===== src/rtl/rbs_subtractor_pkg.sv =====
// Shared definitions for the sequential ripple-borrow subtractor and its
// companion ripple-carry adder: FSM state encoding and digit-count helpers.
package rbs_subtractor_pkg;

  typedef enum logic [1:0] {
    IDLE = 2'd0,
    RUN  = 2'd1,
    DONE = 2'd2
  } state_t;

  // Ceiling log2, never below 1 so a single-digit build still has a counter bit.
  function automatic int clog2_min1(input int n);
    int r;
    r = 0;
    for (int i = 0; i < 31; i++) begin
      if ((1 << i) < n) r = i + 1;
    end
    return (r < 1) ? 1 : r;
  endfunction

  function automatic int num_digits(input int data_width, input int digit_width);
    return data_width / digit_width;
  endfunction

endpackage


===== src/rtl/rbs_subtractor_digit_sub.sv =====
// Combinational WIDTH-bit ripple-borrow cell: {bout, d} = a - b - bin,
// built as a chain of 1-bit full subtractors.
module digit_sub #(
  parameter int WIDTH = 4
) (
  input  logic [WIDTH-1:0] a,
  input  logic [WIDTH-1:0] b,
  input  logic             bin,
  output logic [WIDTH-1:0] d,
  output logic             bout
);

  logic [WIDTH:0] br;

  assign br[0] = bin;

  for (genvar i = 0; i < WIDTH; i++) begin : g_fs
    assign d[i]     = a[i] ^ b[i] ^ br[i];
    // Borrow out when b plus incoming borrow exceeds a at this bit.
    assign br[i+1]  = (~a[i] & b[i]) | (~(a[i] ^ b[i]) & br[i]);
  end

  assign bout = br[WIDTH];

endmodule


===== src/rtl/rbs_subtractor.sv =====
// Sequential ripple-borrow subtractor: out_sub_result = in_sub_a - in_sub_b,
// one DIGIT_WIDTH-bit digit per clock, LSB first, with start/busy/done handshake.
module rbs_subtractor
  import rbs_subtractor_pkg::*;
#(
  parameter int DATA_WIDTH  = 32,
  parameter int DIGIT_WIDTH = 4
) (
  input  logic                  clk,
  input  logic                  resetn,
  input  logic                  in_start,
  input  logic [DATA_WIDTH-1:0] in_sub_a,
  input  logic [DATA_WIDTH-1:0] in_sub_b,
  output logic [DATA_WIDTH-1:0] out_sub_result,
  output logic                  out_borrow,
  output logic                  out_busy,
  output logic                  out_done
);

  localparam int             NDIG = num_digits(DATA_WIDTH, DIGIT_WIDTH);
  localparam int             CW   = clog2_min1(NDIG);
  localparam logic [CW-1:0]  LAST = CW'(NDIG - 1);

  if (DATA_WIDTH % DIGIT_WIDTH != 0) begin : g_bad_width
    $fatal(1, "rbs_subtractor: DATA_WIDTH must be a multiple of DIGIT_WIDTH");
  end

  state_t                  state_q, state_d;
  logic [CW-1:0]           cnt_q;
  logic [DATA_WIDTH-1:0]   a_q, b_q, res_q;
  logic                    bin_q, borrow_q, done_q;
  logic                    accept, last_digit;
  logic [DIGIT_WIDTH-1:0]  d;
  logic                    bout;

  // Operands shift right each cycle, so the active digit is always the low one.
  digit_sub #(.WIDTH(DIGIT_WIDTH)) u_digit (
    .a    (a_q[DIGIT_WIDTH-1:0]),
    .b    (b_q[DIGIT_WIDTH-1:0]),
    .bin  (bin_q),
    .d    (d),
    .bout (bout)
  );

  assign accept     = in_start && (state_q != RUN);
  assign last_digit = (state_q == RUN) && (cnt_q == LAST);

  always_comb begin
    // NOTE: default first so every path assigns state_d and no latch is inferred.
    state_d = state_q;
    case (state_q)
      IDLE, DONE: if (in_start)   state_d = RUN;
      RUN:        if (last_digit) state_d = DONE;
      default:                    state_d = IDLE;
    endcase
  end

  // NOTE: sequential state uses non-blocking assignments so every flop samples pre-edge values.
  always_ff @(posedge clk or negedge resetn) begin
    if (!resetn) state_q <= IDLE;
    else         state_q <= state_d;
  end

  // NOTE: operand/result registers are plain flops, not a RAM, so they take the reset too.
  always_ff @(posedge clk or negedge resetn) begin
    if (!resetn) begin
      cnt_q    <= '0;
      a_q      <= '0;
      b_q      <= '0;
      res_q    <= '0;
      bin_q    <= 1'b0;
      borrow_q <= 1'b0;
      done_q   <= 1'b0;
    end else begin
      done_q <= last_digit;
      if (accept) begin
        cnt_q    <= '0;
        a_q      <= in_sub_a;
        b_q      <= in_sub_b;
        res_q    <= '0;
        bin_q    <= 1'b0;
        borrow_q <= 1'b0;
      end else if (state_q == RUN) begin
        res_q[cnt_q*DIGIT_WIDTH +: DIGIT_WIDTH] <= d;
        a_q   <= a_q >> DIGIT_WIDTH;
        b_q   <= b_q >> DIGIT_WIDTH;
        bin_q <= bout;
        cnt_q <= cnt_q + 1'b1;
        if (last_digit) borrow_q <= bout;
      end
    end
  end

  assign out_sub_result = res_q;
  assign out_borrow     = borrow_q;
  assign out_busy       = (state_q == RUN);
  assign out_done       = done_q;

endmodule


===== config.mk =====
export PLATFORM = sky130hd
export DESIGN_NAME = rbs_subtractor
export DESIGN_NICKNAME = d
export VERILOG_FILES = /design/src/rtl/rbs_subtractor_pkg.sv /design/src/rtl/rbs_subtractor_digit_sub.sv /design/src/rtl/rbs_subtractor.sv
export SDC_FILE = /design/constraint.sdc
export NUM_CORES = 1
export LEC_CHECK = 0
export ABC_AREA = 1
export CORE_UTILIZATION = 35
export DETAILED_ROUTE_END_ITERATION = 12
export GPL_TIMING_DRIVEN = 0
export SETUP_SLACK_MARGIN = 0.05
export SLEW_MARGIN = 20
export SYNTH_ARGS = -nofsm -noshare
export SYNTH_HDL_FRONTEND = slang
export SYNTH_HIERARCHICAL = 1
export SYNTH_SLANG_ARGS = --single-unit

===== constraint.sdc =====
create_clock -name clk -period 2.1 [get_ports clk]
set_clock_uncertainty 0.15 [all_clocks]
set_input_delay 0.315 -clock clk [delete_from_list [all_inputs] [get_ports clk]]
set_output_delay 0.315 -clock clk [all_outputs]
set_load 0.02 [all_outputs]

# Word level (Yosys, flattened, before mapping)
# Index checks and enable logic that the tools add are counted.
[totals]
latchBits = 0
ram_bits = 0
input_bits = 67
mem_count = 0
wordCells = 71
output_inout_bits = 35
ff_bits = 104
mem_bits_ro = 0
[op_classes]
reduce_logical = 8
n_addsub = 2
n_mul = 0
muxes = 17
eq_ne = 6
shift = 2
div = 0
order_cmp = 0
n_bitwise = 28
[ops]
columns = ["cell", "count"]
rows = [
  ["$mux 32", 6],
  ["$neg 5->34", 1],
  ["$shift 4x34->32 const A", 1],
  ["$shiftx 4x34->32", 1],
  ["$bwmux 32", 1],
  ["$and 1x1->1", 8],
  ["$not 1->1", 8],
  ["$xor 1x1->1", 8],
  ["$mux 3", 2],
  ["$mux 1", 5],
  ["$mux 2", 2],
  ["$ne 2x1->1 const B", 2],
  ["$or 1x1->1", 4],
  ["$pmux 2 s2", 1],
  ["$reduce_and 2->1", 2],
  ["$reduce_bool 2->1", 2],
  ["$add 3x1->3 const B", 1],
  ["$eq 3x3->1 const B", 1],
  ["$eq 2x1->1 const B", 1],
  ["$eq 2x2->1 const B", 1],
  ["$logic_and 1x1->1", 2],
  ["$logic_not 2->1", 1],
  ["$ne 2x2->1 const B", 1],
  ["$reduce_or 2->1", 1],
]

# Logic depth before layout (Yosys ltp)
[depth]
ltp_word = 13
depth_mapped = 11
mapped_depth_nobuf = 11

# Modules after synthesis
# Netlist, hierarchy kept.
[modules_own_cells]
columns = ["mod", "area_per_inst_um2", "n_inst", "cells_per_inst", "seq_area_each_um2"]
rows = [
  ["rbs_subtractor", 4576.9, 1, 533, 2602.5],
  ["digit_sub", 117.6, 1, 14, 0.0],
]

# Least setup slack after synthesis
# Ideal clock, no wire load.
[synth_path]
path_kind = "reg-to-reg"
from = "register b_q[0]"
to = "register res_q[27], in the netlist out_sub_result[27]"
setup_slack_ns = -0.249
path_buffers = 0
period_less_slack_ns = 2.349
setup_ns = 0.118
arrival_ns = 2.082
path_stages_with_launch = 12
t_required_ns = 1.832
cell_sequence = "dfrtp_1 inv_1 fa_1 inv_1 fa_1 fa_1 inv_1 fa_1 inv_1 nor2_1 nand3_1 nand2_1"
[synth_via]
elab_chain_cells = 13
elab_cells_between_ends = 17
cone_classes = "shift (1); mux (3); bitwise (13)"
[synth_lines]
columns = ["element", "line", "source"]
rows = [
  ["from (decl)", "rbs_subtractor.sv:30", "logic [DATA_WIDTH-1:0] a_q, b_q, res_q;"],
  ["from (signal assigned)", "rbs_subtractor.sv:79", "b_q <= in_sub_b;"],
  ["from (signal assigned)", "rbs_subtractor.sv:86", "b_q <= b_q >> DIGIT_WIDTH;"],
  ["$xor 1x1->1", "rbs_subtractor_digit_sub.sv:20", "assign br[i+1] = (~a[i] & b[i]) | (~(a[i] ^ b[i]) & br[i]);"],
  ["$not 1->1", "rbs_subtractor_digit_sub.sv:20", ""],
  ["$and 1x1->1", "rbs_subtractor_digit_sub.sv:20", ""],
  ["$or 1x1->1 (*)", "rbs_subtractor_digit_sub.sv:20", ""],
  ["$and 1x1->1 (*)", "rbs_subtractor_digit_sub.sv:20", ""],
  ["$or 1x1->1 (*)", "rbs_subtractor_digit_sub.sv:20", ""],
  ["$and 1x1->1 (*)", "rbs_subtractor_digit_sub.sv:20", ""],
  ["$or 1x1->1 (*)", "rbs_subtractor_digit_sub.sv:20", ""],
  ["$xor 1x1->1 (*)", "rbs_subtractor_digit_sub.sv:18", "assign d[i] = a[i] ^ b[i] ^ br[i];"],
  ["net d[3]", "rbs_subtractor.sv:33", "logic [DIGIT_WIDTH-1:0] d;"],
  ["$shiftx 4x34->32 (*)", "rbs_subtractor.sv:84", "res_q[cnt_q*DIGIT_WIDTH +: DIGIT_WIDTH] <= d;"],
  ["$bwmux 32 (*)", "rbs_subtractor.sv:84", ""],
  ["$mux 32 (*)", "rbs_subtractor.sv:83", "end else if (state_q == RUN) begin"],
  ["$mux 32 (*)", "rbs_subtractor.sv:76", "if (accept) begin"],
  ["to (signal assigned)", "rbs_subtractor.sv:70", "res_q <= '0;"],
  ["to (signal assigned)", "rbs_subtractor.sv:80", "res_q <= '0;"],
  ["to (signal, indexed assignment)", "rbs_subtractor.sv:84", ""],
  ["to (decl)", "rbs_subtractor.sv:30", ""],
]
# The timed path passes the listed nets; every way through them passes the cells marked *. The select of a mux whose other input is x is not followed.
# A chain may end at the register's enable or synchronous reset.

# Worst setup path in the final report
# Ends and elaborated chain as after synthesis.

==> impl_metrics.tcl <==
set metrics [dict create \
    synth_top_area_share_pct 55.4 \
    timing.slew.headroom_pct 71.1 \
    slew_viol_final 0 \
    period_share_pct 116 \
    yosys_register_bits 104 \
    drive_gt1_share_pct 11.4 \
    ir_drop_mv 0.595 \
    synth.distinct_cells 24 \
    synth-seq-area-share_pct 55.4 \
    grt_remaining_overflow 0 \
    core_area_um2 12800 \
    fmax_mhz 411 \
    clockBufferDepth 2 \
    multi_input_area_um2 1890 \
    worst-path-buf-inv 4 \
    yosysWarningCount 6 \
    viasPerCell 4.76 \
    routed-via-count 3996 \
    firstDrtPassIters 4 \
    drv_cap 0 \
    path_clk_slew_ns 0.06 \
    syn_nets 626 \
    synthCells 547 \
    synthTopCellsByArea "dfrtp_1 (55%), nand2_1 (17%), nand3_1 (10%)" \
    grt_max_degree 70 \
    wl_um 11300 \
    io_pins 102 \
    status "finished with violations" \
    drc_errors 0 \
    grt_util_all_layers_pct 17.3 \
    crit_fanout 5 \
    diodes 0 \
    clockRootBuffer "clkbuf_16" \
    p_leak_uw 0.00297 \
    grt_pass1_wl_um 19300 \
    synth_area_um2 4690 \
    layout_common_cells "nand2_1 (216), dfrtp_1 (103), clkdlybuf4s50_1 (99)" \
    ff_latch_area_um2 2600 \
    cts-buffers-inserted 9 \
    power-per-cell-area_nw_per_um2 1430 \
    cp-end-kind "register" \
    port_buffers 101 \
    hold_path_class "in2async" \
    setup_violations 9 \
    synth.avg_cell_area_um2 8.58 \
    nets 743 \
    grt_antenna_before_repair 0 \
    drtIter0Drc 197 \
    final.fill_count 1258 \
    rsz0062_at_grt "true" \
    dieArea_um2 13900 \
    htreeDepth 3 \
    total_power_uw 9020 \
    slowest_delay_ns 0.51 \
    clk_latency_ns 0.34 \
    crit_slowest_cell "fa_2" \
    clock-sinks 104 \
    area_growth_pct 34.6 \
    stdcell_area_um2 6320 \
    timing.critical_path.required_ns 2.18 \
    synth_top_area_cell "dfrtp_1" \
    cp_top_family "adder cells" \
    ant_nets 0 \
    hpwlAfterDp_um 8520 \
    final_common_cell "nand2_1" \
    num_rows 41 \
    crit_chain "inv_2 -> fa_2 -> inv_2 -> fa_2 -> fa_2 -> inv_2 -> fa_2 -> inv_2 -> nor2_2 -> nand3_1 -> nand2_1" \
    fp.dieW_um 118 \
    gp_congestion 0.854 \
    die_h_um 118 \
    hold_viol_final 0 \
    worstMarginPinSlew_ns 0.434 \
    routedWlPerCell_um 13.5 \
    cp-start-kind "register" \
    start_util_pct 36.6 \
    critical_path_class "reg2reg" \
    finalCriticalPeriod_ns 2.43 \
    first_global_vias 3970 \
    crit_arrival_ns 2.51 \
    dpl_cell_area_um2 5960 \
    violations "negative setup slack" \
    finalWorstSetupSlack_ns -0.333 \
    cts_tree "yes" \
]
-- metrics by stage --
| step | instances | utilization [%] | TNS [ns] | worst slack (ns) | hold WS (ns) |
|---|---|---|---|---|---|
| 6_report | 839 | 49.3 | -2.49 | -0.333 | 0.284 |
| 5_1_grt | 839 | 49.3 | -3.58 | -0.421 | 0.313 |
| 4_1_cts | 836 | 48.8 | -2.38 | -0.312 | 0.289 |
| 3_5_place_dp | 821 | 46.4 | -3.77 | -0.415 | 0.0852 |
| 3_3_place_gp | 820 | 46.2 | -343.87 | -3.28 | 0.314 |
| 2_1_floorplan | 547 | - | -1.35 | -0.198 | -0.131 |
-- final cells by class --
class	instances	share of cell area [%]
clock buffer	13	3.80
timing repair buffer	107	17.1
buffer	22	1.94
sequential	104	41.2
inverter	34	2.14
clock inverter	1	0.475
tap	172	3.41
multi-input combinational	386	29.9
-- flip-flops by register name (all words and copies together), names as in the netlist --
name	flops
cnt_q	3
out_done	1
bin_q	1
a_q	32
state_q	2
b_q	32
out_sub_result	32
out_borrow	1
-- power breakdown --
group          leakage, µW  internal (µW)  total [µW]  switching [µW]
Sequential         0.00137           2750        3200             444
Clock             0.000130            914        1590             681
Combinational      0.00147           1640        4220            2590
-- path summary, 6_finish.rpt --
path	startpoint	to	slack, ns	cells past startpoint
worst max-delay path	b_q[0]	out_sub_result[27]	-0.33	11
worst min-delay path	resetn	out_sub_result[14]	0.28	2
max in group asynchronous	resetn	cnt_q[0]	0.87	3
worst min register to register	a_q[29]	a_q[29]	0.33	2
min in group clk	a_q[29]	a_q[29]	0.33	2
worst max register to register	b_q[0]	out_sub_result[27]	-0.33	11
-- kinds of logic (layout without fill, tap and decap cells) --
group                      after synthesis  after routing  share of synthesized area, %
AOI/OAI and AO/OA                       33             33                          3.89
adders and majority gates               12             12                          3.84
buffers and inverters                   57            177                          5.54
DFF                                    104            104                          55.4
and+or+nand+nor                        341            341                          31.3
-- Yosys cell counts --
cell type  number
nand2_1       216
dfrtp_1       104
nand3_1        96
inv_1          31
o21ai_0        21
buf_2          18
nand4_1        10
nor2_1          9
ha_1            8
nor2_2          5
o211ai_1        5
fa_1            4
o21ai_1         4
buf_4           3
inv_4           2
nand2_4         2
o22ai_1         2
buf_6           1
clkbuf_1        1
inv_2           1
nand2_2         1
nand3_2         1
nor2_4          1
o31ai_1         1
-- layer usage --
metal	GRT usage [%]	wire length, µm	vias up
li1	-	-	2000
met1	22.5	5270	1894
met2	28.8	5430	93
met3	4.41	524	9
met4	4.09	104	0
met5	0	0	-
-- timing repair --
action	CTS	global route
setup endpoints to repair	26	30
hold endpoints to repair	35	0
hold buffers	1	0
cloned	0	0
buffers inserted	1	3
pin swaps	5	11
gates resized for setup	18	18
Note: power is estimated with default switching activity, not from simulation.
